File: src/rtl/bcd_scan_counter_if.sv
// Counter control and display-scan bundle between a controller (master) and bcd_scan_counter (slave).
interface bcd_scan_counter_if #(
  parameter int DIGITS = 4
);
  logic                  step;
  logic                  up;
  logic                  load;
  logic [4*DIGITS-1:0]   load_val;
  logic [4*DIGITS-1:0]   count;
  logic                  carry;
  logic [3:0]            digit;
  logic [DIGITS-1:0]     sel;
  logic                  blank;

  modport master (
    output step, up, load, load_val,
    input  count, carry, digit, sel, blank
  );

  modport slave (
    input  step, up, load, load_val,
    output count, carry, digit, sel, blank
  );
endinterface

File: src/rtl/bcd_scan_counter.sv
// Multi-digit BCD up/down counter with a free-running digit scanner that feeds
// a single seven-segment decoder one nibble at a time, with leading-zero blanking.
module bcd_scan_counter #(
  parameter int DIGITS   = 4,
  parameter int SCAN_DIV = 4
) (
  input  logic                clk,
  input  logic                rst,
  bcd_scan_counter_if.slave   bus
);

  localparam int IDX_W = (DIGITS   > 1) ? $clog2(DIGITS)   : 1;
  localparam int DIV_W = (SCAN_DIV > 1) ? $clog2(SCAN_DIV) : 1;
  localparam int CW    = 4 * DIGITS;

  logic [CW-1:0]    count_q, count_d;
  logic             carry_q, carry_d;
  logic [IDX_W-1:0] idx_q, idx_d;
  logic [DIV_W-1:0] div_q, div_d;

  logic [CW-1:0]    inc_val, dec_val, load_clean;
  logic             inc_wrap, dec_wrap;
  logic [3:0]       digit_w;
  logic             blank_w;

  // Out-of-range nibbles are forced to 0 so the count always holds legal BCD.
  function automatic logic [CW-1:0] sanitize(input logic [CW-1:0] v);
    logic [CW-1:0] r;
    r = '0;
    for (int i = 0; i < DIGITS; i++) begin
      r[4*i +: 4] = (v[4*i +: 4] > 4'd9) ? 4'd0 : v[4*i +: 4];
    end
    return r;
  endfunction

  always_comb begin
    logic c_inc, c_dec;
    logic [3:0] nib;
    inc_val = '0;
    dec_val = '0;
    c_inc   = 1'b1;
    c_dec   = 1'b1;
    for (int i = 0; i < DIGITS; i++) begin
      nib = count_q[4*i +: 4];
      if (c_inc) begin
        if (nib == 4'd9) begin
          inc_val[4*i +: 4] = 4'd0;
        end else begin
          inc_val[4*i +: 4] = nib + 4'd1;
          c_inc             = 1'b0;
        end
      end else begin
        inc_val[4*i +: 4] = nib;
      end
      if (c_dec) begin
        if (nib == 4'd0) begin
          dec_val[4*i +: 4] = 4'd9;
        end else begin
          dec_val[4*i +: 4] = nib - 4'd1;
          c_dec             = 1'b0;
        end
      end else begin
        dec_val[4*i +: 4] = nib;
      end
    end
    // A ripple that runs off the top digit is the wrap.
    inc_wrap   = c_inc;
    dec_wrap   = c_dec;
    load_clean = sanitize(bus.load_val);
  end

  always_comb begin
    count_d = count_q;
    carry_d = 1'b0;
    if (bus.load) begin
      count_d = load_clean;
    end else if (bus.step) begin
      count_d = bus.up ? inc_val  : dec_val;
      carry_d = bus.up ? inc_wrap : dec_wrap;
    end
  end

  always_comb begin
    div_d = div_q + DIV_W'(1);
    idx_d = idx_q;
    if (div_q == DIV_W'(SCAN_DIV - 1)) begin
      div_d = '0;
      idx_d = (idx_q == IDX_W'(DIGITS - 1)) ? '0 : idx_q + IDX_W'(1);
    end
  end

  // Walk from the top digit down so all_zero covers everything at or above the scanned digit.
  always_comb begin
    logic all_zero;
    all_zero = 1'b1;
    digit_w  = 4'd0;
    blank_w  = 1'b0;
    for (int i = DIGITS - 1; i >= 0; i--) begin
      all_zero = all_zero & (count_q[4*i +: 4] == 4'd0);
      if (idx_q == IDX_W'(i)) begin
        digit_w = count_q[4*i +: 4];
        blank_w = all_zero && (i != 0);
      end
    end
  end

  always_ff @(posedge clk) begin
    if (rst) begin
      count_q <= '0;
      carry_q <= 1'b0;
      idx_q   <= '0;
      div_q   <= '0;
    end else begin
      count_q <= count_d;
      carry_q <= carry_d;
      idx_q   <= idx_d;
      div_q   <= div_d;
    end
  end

  assign bus.count = count_q;
  assign bus.carry = carry_q;
  assign bus.digit = digit_w;
  assign bus.sel   = DIGITS'(1) << idx_q;
  assign bus.blank = blank_w;

endmodule

File: src/flat_wrapper.sv
// flat-port wrapper written by rule: the top's interface ports become plain ports
module bcd_scan_counter_flat 
#(
  parameter int DIGITS   = 4,
  parameter int SCAN_DIV = 4
)
  (clk, rst, bus_step, bus_up, bus_load, bus_load_val, bus_count, bus_carry, bus_digit, bus_sel, bus_blank);
  bcd_scan_counter_if #(.DIGITS(DIGITS)) bus_i ();
  input  logic clk;
  input  logic rst;
  input wire logic [$bits(bus_i.step)-1:0] bus_step;
  input wire logic [$bits(bus_i.up)-1:0] bus_up;
  input wire logic [$bits(bus_i.load)-1:0] bus_load;
  input wire logic [$bits(bus_i.load_val)-1:0] bus_load_val;
  output wire logic [$bits(bus_i.count)-1:0] bus_count;
  output wire logic [$bits(bus_i.carry)-1:0] bus_carry;
  output wire logic [$bits(bus_i.digit)-1:0] bus_digit;
  output wire logic [$bits(bus_i.sel)-1:0] bus_sel;
  output wire logic [$bits(bus_i.blank)-1:0] bus_blank;
  assign bus_i.step = bus_step;
  assign bus_i.up = bus_up;
  assign bus_i.load = bus_load;
  assign bus_i.load_val = bus_load_val;
  assign bus_count = bus_i.count;
  assign bus_carry = bus_i.carry;
  assign bus_digit = bus_i.digit;
  assign bus_sel = bus_i.sel;
  assign bus_blank = bus_i.blank;
  bcd_scan_counter #(.DIGITS(DIGITS), .SCAN_DIV(SCAN_DIV)) u_core (.clk(clk), .rst(rst), .bus(bus_i));
endmodule
File: config.mk
export PLATFORM = sky130hd
export DESIGN_NAME = bcd_scan_counter_flat
export DESIGN_NICKNAME = d
export VERILOG_FILES = /design/src/rtl/bcd_scan_counter_if.sv /design/src/rtl/bcd_scan_counter.sv /design/src/flat_wrapper.sv
export SDC_FILE = /design/constraint.sdc
export NUM_CORES = 1
export LEC_CHECK = 0
export CORE_ASPECT_RATIO = 0.6
export CORE_MARGIN = 1.5
export CORE_UTILIZATION = 55
export CTS_BUF_LIST = sky130_fd_sc_hd__clkbuf_8
export CTS_CLUSTER_DIAMETER = 80
export CTS_CLUSTER_SIZE = 10
export DETAILED_ROUTE_END_ITERATION = 7
export PLACE_DENSITY = 0.88
export SLEW_MARGIN = 0
export SYNTH_ARGS = -nofsm -noshare
export SYNTH_HDL_FRONTEND = slang
export SYNTH_SLANG_ARGS = --single-unit
File: constraint.sdc
create_clock -name clk -period 4.5 [get_ports clk]
set_input_delay 0.9 -clock clk [delete_from_list [all_inputs] [get_ports clk]]
set_output_delay 0.9 -clock clk [all_outputs]
set_load 0.1 [all_outputs]
==> run summary <==
Nets: 317
Initial antenna violation count: 0
Top post-synthesis cells by area: dfxtp_1, o21ai_0, nor2_1
Peak supply drop: 0.201 mV
Most frequent cells in the layout: clkdlybuf4s50_1, nor2_1, dfxtp_1, nand2_1, o21ai_0
Post-synth top area share: 22.1%
EDFF count, synth: 0
Final core utilization: 71.7%
LEAKAGE: 0.814 nW
Clock Latency Late Sink: 0.27 ns
Post-cts repair resize count: 0
Drt first pass iters: 4
Worst hold slack: 0.442 ns
Crit. Startpoint: u_core.bus.count[8]
Cts hold-fix bufs: 0
Min-Delay Path Class: reg -> reg
TritonCTS Sinks: 21
Initial Util: 57.9%
CP Class: reg -> out
GR Util met1: 38.3%
Die area: 3830 um2
Power Dens Cells: 308 nW/um2
Die X: 78.9 um
Synthesized instance count: 265
Max-slew headroom: 34.7%
Status: finished clean
Final period utilization: 74.2%
Setup TNS: 0 ns
Via count: 2047
Die height: 48.6 um
Total GRT Usage: 26.0%
HP Start: u_core.div_q[0]
Root Driver: clkbuf_8
FF+latch count, synth: 21
CORE AREA: 3280 um2
IO buf count: 46
Max cap viols: 0
Post-CTS Setup Bufs: 0
Setup violators final: 0
# IOs: 47
Final wirelength: 4960 um
Sequential area share after synthesis: 22.1%
FMAX: 300 MHz
Synth Area per Inst: 7.18 um2
Crit start category: register
First-pass GRT wire length: 8120 um
Min cycle time layout: 3.34 ns
# DRC: 0
Dpl cell area: 2310 um2
Fraction of registers with async set/reset: 0%
Global routing's busiest layer: met2
Pin count of the biggest net entering global routing: 22
CTS tree: yes
Commonest non-fill, non-tap cell in the layout: clkdlybuf4s50_1
Worst-path maximum fanout: 14
Clock Pin Slew Worst Setup and Hold Paths: 0.09 ns
DRT iter0 DRCs: 209
Slew @ Worst Pin: 0.977 ns
GRT overflow: 0
CP arrival: 2.44 ns
Routed len/inst: 14.8 um
Vias in the first global route: 1693
H-tree Lvls: 1
Diode count: 0
Crit end category: output pin
Clock tree buffer depth: 2
Post-Syn Nets: 291
Max Slew Vio Count: 0
RR Startpoint: u_core.bus.count[8]
Cell variety after synth: 51
Finished Cell Area: 2350 um2
Share of cells above drive strength 1: 6.21%
Vias per cell: 6.11
Yosys Warn Count: 0
Mapped Area: 1900 um2
Final ANT Viol Nets: 0
Area delta synth->final: 23.8%
Hold Fails Final Rpt: 0
RSZ-0062 raised after global routing: false
Met2 usage in global routing: 40.1%
Synth Flop Type: dfxtp_1
Total chip power: 0.726 mW
Clock buffer count from CTS: 3
Skew final: 0.00647 ns
DPL Wire Length: 3560 um
Critical Path RT: 3.60 ns
GR Util met3: 5.47%
Placer Congestion: 0.848
Core Rows: 16
Dominant cell type by area after synthesis: dfxtp_1
## cells by family after synthesis
kind of cell,Yosys count,share of synthesized area (%)
compound gates,84,31.0
flops,21,22.1
buf+inv,37,8.22
simple gates,106,29.7
mux,3,1.58
xor+xnor,9,4.14
fa+ha+maj,5,3.29
## sequential cells by signal, summed over array words and instances (netlist names)
name / flops
u_core.bus.count: 16
u_core.bus.carry: 1
u_core.div_q: 2
u_core.idx_q: 2
## critical path: stages (launching register included)
cell	delay [ns]
dfxtp_1	0.47
nor4_1	0.62
nand2_1	0.29
a2111oi_2	0.44
buf_4	0.35
## Yosys cell counts (7+ instances only)
cell,count
nand3b_1,8
nor3_1,13
a31oi_1,7
inv_1,10
o21ai_0,23
nand2_1,20
clkbuf_1,15
dfxtp_1,21
nor2_1,28
nor2b_1,7
a21oi_1,16
buf_2,8
nand3_1,8
## metrics by stage
step	worst slack, ns	std cells
2_1_floorplan	-0.0105	265
3_3_place_gp	1.47	331
3_5_place_dp	1.35	331
4_1_cts	1.20	335
5_1_grt	1.08	335
6_report	1.16	335
## path summary, 6_finish.rpt
kind         cells past startpoint              endpoint  slack (ns)
min                              1       u_core.div_q[0]        0.44
max reg2reg                      5  u_core.bus.count[12]        2.22
min reg2reg                      1       u_core.div_q[0]        0.44
max                              4             bus_blank        1.16
## layout make-up
class	count	area (um2)
Tap cell	45	56.3
Clock inverter	1	5.00
Timing Repair Buffer	48	463
Sequential cell	21	420
Multi-Input combinational cell	207	1330
Clock buffer	3	41.3
Fill cell	271	928
Inverter	10	37.5
## routing by layer
layer | wire, um | part of all wire, %
met4 | 13 | 0.26
met3 | 416 | 8.4
met2 | 2150 | 43
met1 | 2380 | 48
met5 | 0 | 0
## where the power goes
group / leakage (nW) / switching [mW] / internal [mW] / total (mW)
clock network: 0.0255 / 0.0684 / 0.0619 / 0.130
logic: 0.615 / 0.232 / 0.111 / 0.343
registers: 0.173 / 0.0492 / 0.204 / 0.253
Power figures use the tool's default switching activity.
